### src/rtl/result_stream_packer_pkg.sv
// rtl/result_stream_packer_pkg.sv - shared dimensions, FSM encoding and helpers for the result stream packer
//
// Holds the default feature-map geometry, the packer FSM state type and
// small elaboration-time helpers used to size counters from parameters.
package result_stream_packer_pkg;

  // Input image geometry; the block output is downsampled by 4 in each axis.
  localparam int IMG_WIDTH  = 224;
  localparam int IMG_HEIGHT = 224;

  localparam int DEF_DATA_WIDTH = 32;
  localparam int DEF_WIDTH      = IMG_WIDTH >> 2;
  localparam int DEF_HEIGHT     = IMG_HEIGHT >> 2;
  localparam int DEF_NUM_IMG    = 1;
  localparam int DEF_FIFO_DEPTH = 16;

  // Words per frame at the default geometry.
  localparam int FRAME_WORDS = DEF_WIDTH * DEF_HEIGHT;

  typedef enum logic [1:0] {
    ST_RUN   = 2'd0,
    ST_DRAIN = 2'd1,
    ST_DONE  = 2'd2
  } pack_state_e;

  // Words per frame for an arbitrary parameterisation.
  function automatic int frame_words(input int w, input int h);
    return w * h;
  endfunction

  // Counter width able to index 0..n-1, never narrower than one bit.
  function automatic int cnt_width(input int n);
    return (n <= 1) ? 1 : $clog2(n);
  endfunction

endpackage

### src/rtl/result_stream_packer_sync_fifo_fwft.sv
// rtl/result_stream_packer_sync_fifo_fwft.sv - first-word-fall-through synchronous FIFO
//
// Ports:
//   clk, resetn  clock and synchronous active-low reset (clears pointers/count)
//   push         write request; honoured when not full, or when full and popping
//   wr_data      entry written on an accepted push
//   pop          read request; honoured when not empty
//   rd_data      head entry, combinational from storage
//   full, empty  occupancy flags
//   count        number of stored entries (0..DEPTH)
module sync_fifo_fwft #(
  parameter int WIDTH = 8,
  parameter int DEPTH = 4
) (
  input  logic                       clk,
  input  logic                       resetn,
  input  logic                       push,
  input  logic [WIDTH-1:0]           wr_data,
  input  logic                       pop,
  output logic [WIDTH-1:0]           rd_data,
  output logic                       full,
  output logic                       empty,
  output logic [$clog2(DEPTH):0]     count
);

  localparam int AW = $clog2(DEPTH);

  logic [WIDTH-1:0] mem [DEPTH];
  logic [AW-1:0]    wr_ptr;
  logic [AW-1:0]    rd_ptr;
  logic             do_push;
  logic             do_pop;

  assign full    = (count == (AW+1)'(DEPTH));
  assign empty   = (count == '0);
  assign do_pop  = pop && !empty;
  // A full FIFO can still take a word when the head leaves in the same cycle.
  assign do_push = push && (!full || do_pop);
  assign rd_data = mem[rd_ptr];

  always_ff @(posedge clk) begin
    if (!resetn) begin
      wr_ptr <= '0;
      rd_ptr <= '0;
      count  <= '0;
    end else begin
      // DEPTH is a power of two, so pointers wrap by natural overflow.
      if (do_push) wr_ptr <= wr_ptr + AW'(1);
      if (do_pop)  rd_ptr <= rd_ptr + AW'(1);
      case ({do_push, do_pop})
        2'b10:   count <= count + (AW+1)'(1);
        2'b01:   count <= count - (AW+1)'(1);
        default: count <= count;
      endcase
    end
  end

  always_ff @(posedge clk) begin
    if (resetn && do_push) mem[wr_ptr] <= wr_data;
  end

endmodule

### src/rtl/result_stream_packer.sv
// rtl/result_stream_packer.sv - buffers block results into a framed, class-tagged output stream
//
// Ports:
//   clk, resetn     clock and synchronous active-low reset
//   valid_in        data_in/image_class_in valid; no backpressure upstream
//   data_in         result word
//   image_class_in  class bit travelling with the word
//   m_ready         downstream accepts the head word
//   m_valid         m_data/m_last/m_class valid
//   m_data          head word (0 when empty)
//   m_last          head word is the final word of a frame
//   m_class         class bit of the head word
//   overflow        sticky: a word arrived while full and was dropped
//   frame_cnt       frames whose last word has been popped
//   done            sticky: all NUM_IMG frames drained
module result_stream_packer
  import result_stream_packer_pkg::*;
#(
  parameter int DATA_WIDTH = DEF_DATA_WIDTH,
  parameter int WIDTH      = DEF_WIDTH,
  parameter int HEIGHT     = DEF_HEIGHT,
  parameter int NUM_IMG    = DEF_NUM_IMG,
  parameter int FIFO_DEPTH = DEF_FIFO_DEPTH
) (
  input  logic                  clk,
  input  logic                  resetn,
  input  logic                  valid_in,
  input  logic [DATA_WIDTH-1:0] data_in,
  input  logic                  image_class_in,
  input  logic                  m_ready,
  output logic                  m_valid,
  output logic [DATA_WIDTH-1:0] m_data,
  output logic                  m_last,
  output logic                  m_class,
  output logic                  overflow,
  output logic [15:0]           frame_cnt,
  output logic                  done
);

  localparam int FW = frame_words(WIDTH, HEIGHT);
  localparam int WW = cnt_width(FW);
  localparam int CW = $clog2(FIFO_DEPTH) + 1;
  localparam int EW = DATA_WIDTH + 2;

  pack_state_e     state;
  pack_state_e     state_next;
  logic [WW-1:0]   wr_word;
  logic [15:0]     wr_frame;
  logic            fifo_full;
  logic            fifo_empty;
  logic [CW-1:0]   fifo_count;
  logic [EW-1:0]   head;
  logic            push_req;
  logic            push;
  logic            pop;
  logic            last_tag;
  logic            frame_end;

  // Input is only considered while frames are still being collected.
  assign push_req  = valid_in && (state == ST_RUN);
  assign pop       = m_ready && !fifo_empty;
  assign push      = push_req && (!fifo_full || pop);
  assign last_tag  = (wr_word == WW'(FW - 1));
  assign frame_end = push && last_tag;

  // Gate the head fields so stale storage never shows while empty.
  assign m_valid = (fifo_count != '0);
  assign m_data  = m_valid ? head[EW-1:2] : '0;
  assign m_class = m_valid && head[1];
  assign m_last  = m_valid && head[0];
  assign done    = (state == ST_DONE);

  sync_fifo_fwft #(
    .WIDTH (EW),
    .DEPTH (FIFO_DEPTH)
  ) u_fifo (
    .clk     (clk),
    .resetn  (resetn),
    .push    (push),
    .wr_data ({data_in, image_class_in, last_tag}),
    .pop     (pop),
    .rd_data (head),
    .full    (fifo_full),
    .empty   (fifo_empty),
    .count   (fifo_count)
  );

  always_ff @(posedge clk) begin
    if (!resetn) state <= ST_RUN;
    else         state <= state_next;
  end

  always_comb begin
    state_next = state;
    case (state)
      ST_RUN: begin
        // Leave on the push that completes the final frame, so no stray
        // word can slip in behind it.
        if (frame_end && (wr_frame == 16'(NUM_IMG - 1))) state_next = ST_DRAIN;
      end
      ST_DRAIN: begin
        if (pop && m_last && (frame_cnt == 16'(NUM_IMG - 1))) state_next = ST_DONE;
      end
      ST_DONE:  state_next = ST_DONE;
      default:  state_next = ST_RUN;
    endcase
  end

  always_ff @(posedge clk) begin
    if (!resetn) begin
      wr_word   <= '0;
      wr_frame  <= '0;
      frame_cnt <= '0;
      overflow  <= 1'b0;
    end else begin
      if (push) wr_word <= last_tag ? '0 : wr_word + WW'(1);
      if (frame_end) wr_frame <= wr_frame + 16'd1;
      if (push_req && fifo_full && !pop) overflow <= 1'b1;
      if (pop && m_last) frame_cnt <= frame_cnt + 16'd1;
    end
  end

endmodule

### config.mk
export PLATFORM = sky130hd
export DESIGN_NAME = result_stream_packer
export DESIGN_NICKNAME = d
export VERILOG_FILES = /design/src/rtl/result_stream_packer_pkg.sv /design/src/rtl/result_stream_packer_sync_fifo_fwft.sv /design/src/rtl/result_stream_packer.sv
export SDC_FILE = /design/constraint.sdc
export NUM_CORES = 1
export LEC_CHECK = 0
export CAP_MARGIN = 20
export CORE_MARGIN = 5
export CORE_UTILIZATION = 55
export CTS_CLUSTER_SIZE = 40
export DETAILED_ROUTE_END_ITERATION = 16
export GPL_TIMING_DRIVEN = 0
export PLACE_DENSITY = 0.73
export SYNTH_ARGS = -nofsm -noshare
export SYNTH_HDL_FRONTEND = slang
export SYNTH_HIERARCHICAL = 1
export SYNTH_SLANG_ARGS = --single-unit
### constraint.sdc
create_clock -name clk -period 6.59 [get_ports clk]
set_input_delay 1.318 -clock clk [delete_from_list [all_inputs] [get_ports clk]]
set_output_delay 1.318 -clock clk [all_outputs]
set_load 0.01 [all_outputs]
==> metrics.md, run 1 <==
| Metric | Value |
|---|---|
| Antenna Violating Nets Remaining | `0` |
| Warnings, synthesis | `6` |
| Post-CTS setup buffer count | `0` |
| Total power density per cell area | `351.3 nW/um^2` |
| Dpl hpwl | `32.23 mm` |
| Port Buf Inserts | `89` |
| Number of buffers added to fix hold violations after cts | `0` |
| Total vias in the final route | `12670` |
| Fraction of the yosys area taken by sequential cells | `73.36%` |
| Post-route worst hold slack | `477.3 ps` |
| Reg2Reg Depth | `11` |
| Root buf cell | `clkbuf_16` |
| Biggest fanout along the worst timing path | `10` |
| Reg clk slew, reported paths | `60 ps` |
| Commonest register cell after synthesis | `edfxtp_1` |
| Fraction of final layout cells sized beyond drive strength 1 | `20.16%` |
| Detailed-route wire length | `53.64 mm` |
| Count of cells along the worst hold path | `1` |
| Clock latency at the later pin of the worst-skew pair | `630 ps` |
| Net count after synthesis | `1320` |
| Floorplan die area | `47940 um^2` |
| Post-cts gate resize count | `0` |
| Number of buffer and inverter instances along the worst setup path | `5` |
| Kind of launch point of the worst setup path | `flop` |
| Area growth, synth to finish | `17.90%` |
| Count of flip-flops with a built-in enable after synthesis | `544` |
| Count of endpoints failing setup in the final report | `0` |
| First-pass GRT wire length | `80.58 mm` |
| Static leakage power | `0.009015 uW` |
| Tcrit/Tclk final | `77.00%` |
| Synthesized area | `24010 um^2` |
| Delay of the slowest cell on the worst path | `640 ps` |
| Post-synthesis sequential element count | `608` |
| Pwr Total | `9946 uW` |
| Commonest cells in the synthesized netlist | `544 x edfxtp_1, 136 x mux4_2, 69 x a22oi_1` |
| Cell depth of the worst setup path | `9` |
| Num rows | `76` |
| Critical path required time | `5270 ps` |
| Count of unique library cells instantiated by Yosys | `61` |
| Number of max-slew violations in the final report | `0` |
| DR pass1 iterations | `5` |
| Most area-consuming cells after synthesis | `edfxtp_1 68%, mux4_2 13%, dfxtp_1 5.3%` |
| Layout Cell Area excl Fill | `28310 um^2` |
| Worst path slowest cell | `buf_1` |
| Setup Skew | `37.93 ps` |
| Maximum level of the CTS H-tree | `2` |
| Peak supply drop | `224.4 uV` |
| Final weighted congestion in routability-driven placement | `0.7670` |
| Highest attainable clock frequency | `197.1 MHz` |
| Run status | `complete, no violations` |
| Cell repeated most along the worst path | `buf_2` |
| Final setup slack of the worst path | `1516 ps` |
| Antenna violations before repair | `3` |
| Placed cell areas | `26270 um^2` |
| Area leader, netlist | `edfxtp_1` |
| Critical Setup Path Class | `reg2out` |
| Relative slew margins | `22.68%` |
| Min-delay worst type | `reg2reg` |
| Delay-heaviest family, CP | `buffers and inverters` |
| Synth top area share | `68.03%` |
| Detailed Route Iter0 Violations | `1397` |
| Endpoints failing hold | `0` |
| Crit-path cells | `buf_2 > buf_2 > buf_1 > mux4_2 > a22oi_1 > nand2_1 > inv_1 > nor2_1 > clkdlybuf4s50_1` |
| DR vias/cell | `6.108` |
| Number of buffers on the longest clock path | `3` |
| Worst path arrival time | `3760 ps` |
| Crit path time final | `5074 ps` |
| Post-Route Setup TNS | `0 ps` |
| Worst Max-Slew Pin Slew | `1155 ps` |
| Worst slack at placement | `1686 ps` |
| Register-to-register path setup slack | `2580 ps` |
| Number of clock sinks seen by CTS | `608` |
| # Max-Cap Violations | `0` |
| Number of nets in the layout | `1493` |
| Vias in the first global route | `12990` |
| Clock buffers created by TritonCTS | `59` |
| Fraction of registers with async set or reset after synthesis | `0%` |
| Count leader, synth | `edfxtp_1` |
| Post-Syn Area per Cell | `18.98 um^2` |
| Setup repair after global routing missed its margin | `false` |
| Remaining routing DRC violations | `0` |
| Type of element capturing the critical path | `primary output` |
| Number of cells produced by synthesis | `1265` |
| Ports | `90` |
| Final global-route overflow total | `0` |
| Routed wire length per instance | `25.86 um` |
| Pin count of the biggest net entering global routing | `24` |
| Chip Height | `219.0 um` |
| Core Region | `43170 um^2` |
| DIE WIDTH | `219.0 um` |
| Global routing usage summed across all routing layers | `22.69%` |
| TritonCTS clock tree | `yes` |
| Starting density of the core | `55.62%` |
==> layer usage <==
layer	up-vias	wire (um)	share of wire [%]	global-route usage [%]
met2	566	26540	49	36.80
met5	-	21	0.039	0
met1	6555	21570	40	32.41
li1	5461	-	-	-
met3	81	4454	8.3	4.787
met4	4	1044	1.9	5.171
==> cell type report <==
cell class | count | area [um^2]
diodes | 1 | 2.502
plain buffers | 59 | 279.0
clock buffers | 72 | 1546
clock inverters | 39 | 476.7
fillers | 2888 | 14860
inverters | 19 | 71.32
multi-input cells | 579 | 6166
flip-flops and latches | 608 | 17620
well taps | 585 | 732.0
repair buffers | 112 | 1421
==> power by group <==
part / switching, uW / internal (uW)
Combinational: 1100 / 1010
Sequential: 45.5 / 4300
Clock: 1400 / 2100
==> through the flow <==
| stage | utilization, % | std cells |
|---|---|---|
| final | 65.58 | 2074 |
| after detailed placement | 60.86 | 1961 |
| after global placement | 59.38 | 1939 |
| after CTS | 65.55 | 2072 |
| after floorplan | - | 1265 |
| after global routing | 65.58 | 2074 |
==> layout by cell type, fill, tap and decap left out, types with 14 or more instances in the layout <==
cell	instances
nor2_1	23
inv_1	18
nor2_4	16
and2_1	31
mux4_2	136
edfxtp_1	544
dfxtp_1	64
clkdlybuf4s50_1	89
a22oi_1	69
clkbuf_16	60
nor2b_1	41
clkinv_1	15
buf_2	15
nand2_1	67
nand4_1	16
clkbuf_1	42
xnor2_1	25
nand3_1	14
ha_1	17
==> path summary, 6_finish.rpt <==
| check | to | startpoint |
|---|---|---|
| worst max-delay path | m_last | flop |
| worst max register to register | u_fifo/mem[10][28] | u_fifo/count[1] |
| worst min-delay path | overflow | overflow |
| worst min register to register | overflow | overflow |
==> registers in the layout, indices dropped and copies added (netlist names), named ones only <==
signal	cells
u_fifo/rd_ptr	4
overflow	1
frame_cnt	16
u_fifo/mem	544
state	2
wr_frame	16
u_fifo/wr_ptr	4
u_fifo/count	5
wr_word	12
==> logic make-up (layout without fill, tap and decap cells) <==
group / after synthesis / in the layout / synth area share (%)
AOI/OAI and AO/OA: 113 / 113 / 3.606
xor gates and xnor gates: 36 / 36 / 1.313
adders and majority gates: 18 / 18 / 0.9691
buffers and inverters: 78 / 301 / 1.459
DFF: 608 / 608 / 73.36
muxes: 146 / 146 / 13.22
other: 0 / 1 / 0
and+or+nand+nor: 266 / 266 / 6.065
Power figures use the tool's default switching activity.
==> inputs of run 2 (changes only) <==
==> constraint.sdc (replaced) <==
create_clock -name clk -period 5 [get_ports clk]
set_input_delay 1 -clock clk [delete_from_list [all_inputs] [get_ports clk]]
set_output_delay 1 -clock clk [all_outputs]
set_load 0.01 [all_outputs]
==> results of run 2 <==
The final DEF is identical to that of run 1. Status: complete, no violations.
Main changes from that run: setup slack after placement 1686 ps -> 414.1 ps; setup slack after layout 1516 ps -> 243.9 ps; register-to-register setup slack 2580 ps -> 990 ps; total power 9946 uW -> 13110 uW; worst IR drop on VDD 224.4 uV -> 295.8 uV
==> inputs of run 3 (changes only) <==
--- a/config.mk
+++ b/config.mk
@@ -5,6 +5,7 @@
 export SDC_FILE = /design/constraint.sdc
 export NUM_CORES = 1
 export LEC_CHECK = 0
+export ABC_CLOCK_PERIOD_IN_PS = 5950
 export CAP_MARGIN = 20
 export CORE_MARGIN = 5
 export CORE_UTILIZATION = 55
==> constraint.sdc (replaced) <==
create_clock -name clk -period 5.95 [get_ports clk]
set_input_delay 1.19 -clock clk [delete_from_list [all_inputs] [get_ports clk]]
set_output_delay 1.19 -clock clk [all_outputs]
set_load 0.01 [all_outputs]
==> results of run 3 <==
The final DEF is identical to that of run 1. Status: complete, no violations.
Main changes from that run: setup slack after placement 1686 ps -> 1174 ps; setup slack after layout 1516 ps -> 1004 ps; register-to-register setup slack 2580 ps -> 1940 ps; total power 9946 uW -> 11020 uW; worst IR drop on VDD 224.4 uV -> 248.6 uV
